`config.mk`:
```
export PLATFORM = sky130hd
export DESIGN_NAME = mc_controller
export DESIGN_NICKNAME = d
export VERILOG_FILES = /design/src/rtl/mc_ctrl_pkg.sv /design/src/rtl/mc_ctrl_decode.sv /design/src/rtl/mc_controller.sv
export SDC_FILE = /design/constraint.sdc
export NUM_CORES = 1
export LEC_CHECK = 0
export ABC_CLOCK_PERIOD_IN_PS = 3550
export BUFFER_PORTS_ARGS = -buffer_cell sky130_fd_sc_hd__buf_2
export CAP_MARGIN = 20
export CORE_ASPECT_RATIO = 1.25
export CORE_MARGIN = 5
export CORE_UTILIZATION = 53
export CTS_CLUSTER_SIZE = 14
export DETAILED_ROUTE_END_ITERATION = 8
export PLACE_DENSITY = 0.86
export SYNTH_ARGS = -nofsm -noshare
export SYNTH_HDL_FRONTEND = slang
export SYNTH_HIERARCHICAL = 1
export SYNTH_SLANG_ARGS = --single-unit
export TNS_END_PERCENT = 20
```
`constraint.sdc`:
```
create_clock -name clk -period 3.55 [get_ports clk]
set_clock_uncertainty 0.2 [all_clocks]
set_input_delay 0.5325 -clock clk [delete_from_list [all_inputs] [get_ports clk]]
set_output_delay 0.5325 -clock clk [all_outputs]
set_load 0.1 [all_outputs]
```
`src/rtl/mc_ctrl_pkg.sv`:
```
// mc_ctrl_pkg: state, opcode and datapath-select encodings for the IITB-RISC multicycle controller
package mc_ctrl_pkg;
  localparam int CNT_W = 3;
  localparam int ST_W = 5;
  typedef enum logic [ST_W-1:0] {
    S_IF0, S_IF1, S_IF2, S_IF3, S_EX, S_WB, S_MEM, S_BR0,
    S_BR1, S_J0, S_J1, S_J2, S_J3, S_MA, S_MX, S_MW
  } state_t;
  localparam logic [3:0] OP_ADD = 4'h0, OP_ADI = 4'h1, OP_NDU = 4'h2, OP_LHI = 4'h3;
  localparam logic [3:0] OP_LW = 4'h4, OP_SW = 4'h5, OP_LM = 4'h6, OP_SM = 4'h7;
  localparam logic [3:0] OP_JAL = 4'h8, OP_JLR = 4'h9, OP_BEQ = 4'hC;
  localparam logic [2:0] B_ZERO = 3'd0, B_ONE = 3'd1, B_RB = 3'd2, B_IMM6 = 3'd3, B_CNT = 3'd4;
  localparam logic [2:0] A_ZERO = 3'd0, A_ONE = 3'd1, A_SHL7 = 3'd2, A_IMM6 = 3'd3;
  localparam logic [2:0] A_IMM9 = 3'd4, A_RA = 3'd5, A_TMPA = 3'd6;
  localparam logic [1:0] WEN_OFF = 2'd0, WEN_ON = 2'd1, WEN_CZ = 2'd2, WEN_MASK = 2'd3;
  localparam logic [2:0] WA_IR119 = 3'd0, WA_IR53 = 3'd1, WA_CNT = 3'd2, WA_R7 = 3'd3, WA_IR86 = 3'd4;
  localparam logic [1:0] RD_IR86 = 2'd0, RD_CNT = 2'd1, RD_R7 = 2'd2;
  localparam logic DIN_MEM = 1'b0, DIN_T1 = 1'b1;
  localparam logic [1:0] MW_OFF = 2'd0, MW_ON = 2'd1, MW_MASK = 2'd2;
  localparam logic MD_A = 1'b0, MD_B = 1'b1;
  typedef struct packed {
    logic [2:0] alu_b;
    logic [2:0] alu_a;
    logic [1:0] rf_wen;
    logic [2:0] rf_wadd;
    logic [1:0] rf_read2;
    logic rf_din;
    logic [1:0] mem_wr;
    logic mem_din;
    logic cz_en;
    logic alu_op;
    logic w_ir;
    logic w_atmp;
    logic t1_write;
    logic [CNT_W-1:0] cnt;
  } ctrl_t;
  function automatic logic is_alu(input logic [3:0] op);
    return op inside {OP_ADD, OP_ADI, OP_NDU, OP_LHI};
  endfunction
  function automatic logic is_mem(input logic [3:0] op);
    return op inside {OP_LW, OP_SW};
  endfunction
endpackage

```
`src/rtl/mc_ctrl_decode.sv`:
```
// mc_ctrl_decode: combinational control word from state, opcode and LM/SM counter
module mc_ctrl_decode
  import mc_ctrl_pkg::*;
(
  input  state_t           i_state,
  input  logic [3:0]       i_op,
  input  logic [CNT_W-1:0] i_cnt,
  output ctrl_t            o_ctrl
);
  logic w_lm;
  assign w_lm = (i_op == OP_LM);
  always_comb begin
    o_ctrl = '0;
    o_ctrl.cnt = i_cnt;
    case (i_state)
      S_IF0, S_J0: begin
        o_ctrl.rf_read2 = RD_R7;
        o_ctrl.alu_b = B_RB;
        o_ctrl.t1_write = 1'b1;
      end
      S_IF1: o_ctrl.w_ir = 1'b1;
      S_IF2: begin
        o_ctrl.rf_read2 = RD_R7;
        o_ctrl.alu_a = A_ONE;
        o_ctrl.alu_b = B_RB;
        o_ctrl.t1_write = 1'b1;
      end
      S_IF3: begin
        o_ctrl.rf_din = DIN_T1;
        o_ctrl.rf_wadd = WA_R7;
        o_ctrl.rf_wen = WEN_ON;
      end
      S_EX: begin
        o_ctrl.alu_a = (i_op == OP_LHI) ? A_SHL7 : is_mem(i_op) ? A_IMM6 : A_RA;
        o_ctrl.alu_b = (i_op == OP_ADI) ? B_IMM6 : (i_op == OP_LHI) ? B_ZERO : B_RB;
        o_ctrl.cz_en = i_op inside {OP_ADD, OP_NDU, OP_ADI};
        o_ctrl.alu_op = (i_op == OP_NDU);
        o_ctrl.t1_write = 1'b1;
      end
      S_WB: begin
        o_ctrl.rf_din = DIN_T1;
        o_ctrl.rf_wen = (i_op inside {OP_ADD, OP_NDU}) ? WEN_CZ : WEN_ON;
        o_ctrl.rf_wadd = (i_op inside {OP_ADD, OP_NDU}) ? WA_IR53 : (i_op == OP_ADI) ? WA_IR86 : WA_IR119;
      end
      S_MEM: begin
        o_ctrl.rf_wen = (i_op == OP_LW) ? WEN_ON : WEN_OFF;
        o_ctrl.mem_wr = (i_op == OP_SW) ? MW_ON : MW_OFF;
      end
      S_BR0: begin
        o_ctrl.alu_a = A_RA;
        o_ctrl.alu_b = B_RB;
      end
      S_BR1, S_J2: begin
        o_ctrl.rf_read2 = RD_R7;
        o_ctrl.alu_a = (i_state == S_BR1) ? A_IMM6 : A_IMM9;
        o_ctrl.alu_b = B_RB;
        o_ctrl.t1_write = 1'b1;
      end
      S_J1: begin
        o_ctrl.rf_din = DIN_T1;
        o_ctrl.rf_wen = WEN_ON;
      end
      S_J3: begin
        o_ctrl.alu_b = B_RB;
        o_ctrl.t1_write = 1'b1;
      end
      S_MA: o_ctrl.w_atmp = 1'b1;
      S_MX: begin
        o_ctrl.alu_a = A_TMPA;
        o_ctrl.alu_b = B_CNT;
        o_ctrl.t1_write = 1'b1;
      end
      S_MW: begin
        o_ctrl.rf_wadd = w_lm ? WA_CNT : WA_IR119;
        o_ctrl.rf_wen = w_lm ? WEN_MASK : WEN_OFF;
        o_ctrl.rf_read2 = w_lm ? RD_IR86 : RD_CNT;
        o_ctrl.mem_din = w_lm ? MD_A : MD_B;
        o_ctrl.mem_wr = w_lm ? MW_OFF : MW_MASK;
      end
      default: o_ctrl.cnt = i_cnt;
    endcase
  end
endmodule

```
`src/rtl/mc_controller.sv`:
```
// mc_controller: multicycle control FSM sequencing fetch, execute, memory and writeback for IITB-RISC
module mc_controller
  import mc_ctrl_pkg::*;
(
  input  logic             clk,
  input  logic             proc_rst,
  input  logic [15:0]      IRout,
  input  logic             compare,
  output logic [2:0]       Mux1_alu_B,
  output logic [2:0]       Mux2_alu_A,
  output logic [1:0]       Mux3_RF_wen,
  output logic [2:0]       Mux4_RF_wadd,
  output logic [1:0]       Mux5_RF_read2,
  output logic             Mux6_RF_dataIn,
  output logic [1:0]       Mux8_memwrite,
  output logic             Mux9_memDataIn,
  output logic             CZ_en,
  output logic             ALU_op,
  output logic             wIR,
  output logic             wAtmp,
  output logic             T1write,
  output logic [CNT_W-1:0] counter,
  output logic [ST_W-1:0]  fsm_state
);
  state_t r_state, w_state_nxt;
  logic [CNT_W-1:0] r_cnt, w_cnt_nxt;
  logic r_redir;
  logic [3:0] w_op;
  logic w_unused;
  ctrl_t w_ctrl, w_out;
  assign w_op = IRout[15:12];
  assign w_unused = ^IRout[11:0];
  mc_ctrl_decode u_dec (.i_state(r_state), .i_op(w_op), .i_cnt(r_cnt), .o_ctrl(w_ctrl));
  // IF3 entered after a branch/jump only commits the new PC, then refetches
  always_comb begin
    w_state_nxt = S_IF0;
    w_cnt_nxt = r_cnt;
    case (r_state)
      S_IF0: w_state_nxt = S_IF1;
      S_IF1: w_state_nxt = S_IF2;
      S_IF2: w_state_nxt = S_IF3;
      S_IF3: w_state_nxt = r_redir ? S_IF0
                         : (is_alu(w_op) || is_mem(w_op)) ? S_EX
                         : (w_op == OP_BEQ) ? S_BR0
                         : (w_op inside {OP_JAL, OP_JLR}) ? S_J0
                         : (w_op inside {OP_LM, OP_SM}) ? S_MA : S_IF0;
      S_EX: w_state_nxt = is_mem(w_op) ? S_MEM : S_WB;
      S_BR0: w_state_nxt = compare ? S_BR1 : S_IF0;
      S_BR1, S_J2, S_J3: w_state_nxt = S_IF3;
      S_J0: w_state_nxt = S_J1;
      S_J1: w_state_nxt = (w_op == OP_JAL) ? S_J2 : S_J3;
      S_MA: begin
        w_state_nxt = S_MX;
        w_cnt_nxt = '0;
      end
      S_MX: w_state_nxt = S_MW;
      S_MW: begin
        w_state_nxt = (&r_cnt) ? S_IF0 : S_MX;
        w_cnt_nxt = (&r_cnt) ? '0 : r_cnt + CNT_W'(1);
      end
      default: w_state_nxt = S_IF0;
    endcase
  end
  always_ff @(posedge clk) begin
    if (proc_rst) begin
      r_state <= S_IF0;
      r_cnt <= '0;
      r_redir <= 1'b0;
    end else begin
      r_state <= w_state_nxt;
      r_cnt <= w_cnt_nxt;
      r_redir <= r_state inside {S_BR1, S_J2, S_J3};
    end
  end
  assign w_out = proc_rst ? '0 : w_ctrl;
  assign Mux1_alu_B = w_out.alu_b;
  assign Mux2_alu_A = w_out.alu_a;
  assign Mux3_RF_wen = w_out.rf_wen;
  assign Mux4_RF_wadd = w_out.rf_wadd;
  assign Mux5_RF_read2 = w_out.rf_read2;
  assign Mux6_RF_dataIn = w_out.rf_din;
  assign Mux8_memwrite = w_out.mem_wr;
  assign Mux9_memDataIn = w_out.mem_din;
  assign CZ_en = w_out.cz_en;
  assign ALU_op = w_out.alu_op;
  assign wIR = w_out.w_ir;
  assign wAtmp = w_out.w_atmp;
  assign T1write = w_out.t1_write;
  assign counter = w_out.cnt;
  assign fsm_state = proc_rst ? '0 : r_state;
endmodule

```
* Word-level counts from Yosys, hierarchy flattened *
Cells that the tools add are included.

operators by class
  reductions and logical operators = 19
  mux-type cells = 41
  $add $sub $neg = 1
  eq/ne operators = 25

operators with widths
  operator            number
  $pmux 4 s11         1
  $eq 5x4->1 const B  8
  $mux 4              7
  $mux 25             1
  $mux 3              8
  $eq 5x3->1 const B  4
  $pmux 3 s3          2
  $eq 4x3->1 const B  4
  $pmux 3 s5          1
  $mux 2              7
  $eq 4x4->1 const B  3
  $eq 5x2->1 const B  2
  $reduce_bool 2->1   5
  $mux 1              9
  $eq 4x2->1 const B  2
  $pmux 2 s2          2
  $pmux 2 s4          1
  $reduce_or 8->1     1
  $reduce_or 7->1     1
  $pmux 3 s2          1
  $reduce_bool 3->1   2
  $eq 5x1->1 const B  1
  $logic_not 5->1     1
  $mux 5              1
  10 further kinds    11

word-level totals
  output and inout port bits = 30
  bits in registers = 9

* Depth between registers and ports, before layout *
  depth after elaboration = 8
  mapped depth = 6

* Cells and area by module *
The synthesis kept the hierarchy.

modules (own cells, without submodules)
  module          sequential area each (um^2)  area an instance (um^2)  instances  cells an instance
  mc_controller   160.2                        779.5                    1          105
  mc_ctrl_decode  0.0                          510.5                    1          83

* Worst setup path before layout *
OpenSTA, ideal clock, no wires.

  kind = input to output
  start = input IRout[12]
  end = output Mux3_RF_wen[0]
  cell stages on the path = 5
  buffers on the path = 1
  required time = 2817 ps
  slack = 150 ps
  arrival = 2667 ps
  cell sequence = buf_2 -> and4bb_4 -> a32o_1 -> a32o_1 -> nor2b_1

RTL lines
  element          RTL line             text
  start, declared  mc_controller.sv:7   input logic [15:0] IRout,
  end, declared    mc_controller.sv:11  output logic [1:0] Mux3_RF_wen,

==> impl_metrics.tcl <==
set metrics [dict create \
    max_stage_delay_ps 710 \
    synth_cell_types 52 \
    start_kind "flop" \
    wl_per_cell_um 12.54 \
    synth_edf_count 0 \
    ys.flop_type "dfxtp_1" \
    critPathArrivalTime_ps 2340 \
    tightestPinTransition_ps 615.8 \
    synth.ff_latch_count 8 \
    antenna_found_initial 0 \
    cp-end-kind "primary output" \
    outcome "completed" \
    fin_crit_sh 0.8643 \
    grt-busiest-layer "met2" \
    fmax_ghz 0.3259 \
    ys_async_sr_fraction 0 \
    core.rowCount 20 \
    drc 0 \
    setup.worst_path.class "reg -> out" \
    use_met2 0.3069 \
    grt_max_degree 34 \
    place_area_um2 1445 \
    required_ps 2820 \
    initial_core_util 0.5426 \
    stdcell_area_um2 1468 \
    drive_above_1_share 0.2394 \
    yosysWarnings 6 \
    synth_area_leader_cell "nor2b_1" \
    postCtsSetupRepairBufs 0 \
    grtUsageTotal 0.1817 \
    min_period_ps 3068 \
    clock_path_buffers 2 \
    rsz0062_at_grt "false" \
    diodes 0 \
    dpl.cell_count 243 \
    min_path_type "reg -> reg" \
    ys_seq_area_frac 0.1242 \
    htree_levels 1 \
    leakage_nw 0.5903 \
    fin_util 0.6174 \
    syn_inst 188 \
    finalNonFillerCells 246 \
    core_um2 2377 \
    via_count 1400 \
    tritoncts "built" \
    ctsHoldBuffers 0 \
    crit_chain "nand2b_1 > a311o_1 > o22ai_1 > nor2b_1 > buf_2" \
    vias_per_cell 5.691 \
    grt_pass1_vias 1185 \
    port_buffers 35 \
    powerDensity_nw_per_um2 486.3 \
    final_common_cell "buf_2" \
    syn_area_per_cell_um2 6.862 \
    chipWidth_um 54.13 \
    setup_viol 0 \
    path_clk_slew_ps 60 \
    critical_path_peak_fanout 20 \
    nNetsFinal 236 \
    place_congestion 0.9283 \
    hold_viol 0 \
    hpwl_um 2172 \
    wl_um 3086 \
    use_met3 0.01361 \
    numCtsBuffers 3 \
    clk_latency_ps 260 \
    pin_count 49 \
    max_cap_viol_count 0 \
    final_cell_mix "buf_2, nor2b_1, nor2_1" \
    maxSlewViolCount 0 \
    clockRootBuffer "clkbuf_4" \
    cts_resized 0 \
    max_slew_margin 0.5889 \
    grt_pass1_wl_um 5043 \
    ant_nets 0 \
    synth_area_leaders "nor2b_1, dfxtp_1, a21oi_1" \
    dieArea_um2 3527 \
    synth.top_cell.area_share 0.1358 \
    met1_usage 0.2357 \
    cts_sinks 8 \
    critPathSlowestCell "dfxtp_1" \
    grt_overflow_total 0 \
    die_height_um 65.16 \
    timing.setup.tns_ps 0 \
    drtIter0Drc 48 \
    synth_area_um2 1290 \
    ir_drop_uv 532.3 \
    dr.pass1.iters 5 \
    syn_to_final_growth_pct 13.77 \
]
==> power breakdown <==
| group | switching (W) | total [W] | internal [W] |
|---|---|---|---|
| Combinational | 0.000326 | 0.000477 | 0.000151 |
| Clock | 0.0000334 | 0.0000723 | 0.0000389 |
| Sequential | 0.0000614 | 0.000164 | 0.000103 |
| Total | 0.000421 | 0.000714 | 0.000293 |
==> registers in the layout, indices dropped and copies added (netlist names) <==
| name | count |
|---|---|
| r_state | 4 |
| r_redir | 1 |
| r_cnt | 3 |
==> critical path, delay by kind of cell, from the launching register on <==
kind / cells / cell delay, ps
buffers and inverters: 1 / 430
AND/OR/NAND/NOR: 2 / 370
flip-flops: 1 / 710
AO/OA/AOI/OAI: 2 / 560
==> area by class of cell <==
type,instances,area [um2]
clock buffer,3,22.52
fill,244,909.6
inverter,7,26.28
multi-input combinational,156,1012
sequential,8,160.2
tap,33,41.29
timing repair buffer,39,205.2
==> final timing paths <==
path,to,depth (start not counted),startpoint,slack (ps)
hold reg to reg,r_cnt[1],2,r_cnt[1],270
hold / removal,r_cnt[1],2,r_cnt[1],270
setup / recovery,Mux2_alu_A[2],5,r_state[2],480
setup reg to reg,r_state[2],5,r_state[0],1390
==> layer usage <==
metal  wire (um)  up-vias
met1        1319      633
met3         149        7
met5           0        -
met2        1571       41
li1            -      719
met4          45        0
==> cells by family after synthesis <==
family | share of synthesized area
fa+ha+maj | 0.01940
flops | 0.1241
other cells | 0.002907
compound gates | 0.2212
buf+inv | 0.09699
simple gates | 0.4947
xor+xnor | 0.04074
==> per-stage QoR <==
| stage | setup WS (ps) | power, W | hold WS [ps] |
|---|---|---|---|
| floorplan | 150.4 | 0.0005626 | 249.0 |
| global placement | 830.3 | 0.0006276 | 259.0 |
| detailed placement | 789.4 | 0.0006360 | 266.3 |
| CTS | 526.2 | 0.0007078 | 273.5 |
| global route | 323.3 | 0.0007616 | 319.6 |
| finish | 481.6 | 0.0007138 | 271.0 |
==> synth_stat cells, types with 2 or more instances <==
master / count
nor3_1: 8
o22ai_1: 3
buf_4: 4
o21a_1: 3
xnor2_1: 4
inv_1: 7
nor3b_1: 2
nand3_1: 8
nor4_1: 4
ha_1: 2
o21ai_0: 2
a21oi_1: 12
nand4_1: 2
nor2_1: 15
nand2b_1: 8
clkbuf_1: 5
nand2_1: 9
xor2_1: 2
dfxtp_1: 8
nand3b_1: 7
or2_2: 2
nor2b_1: 28
a31oi_1: 3
a32o_1: 3
buf_2: 9
or3_1: 2
Power figures use the tool's default switching activity.
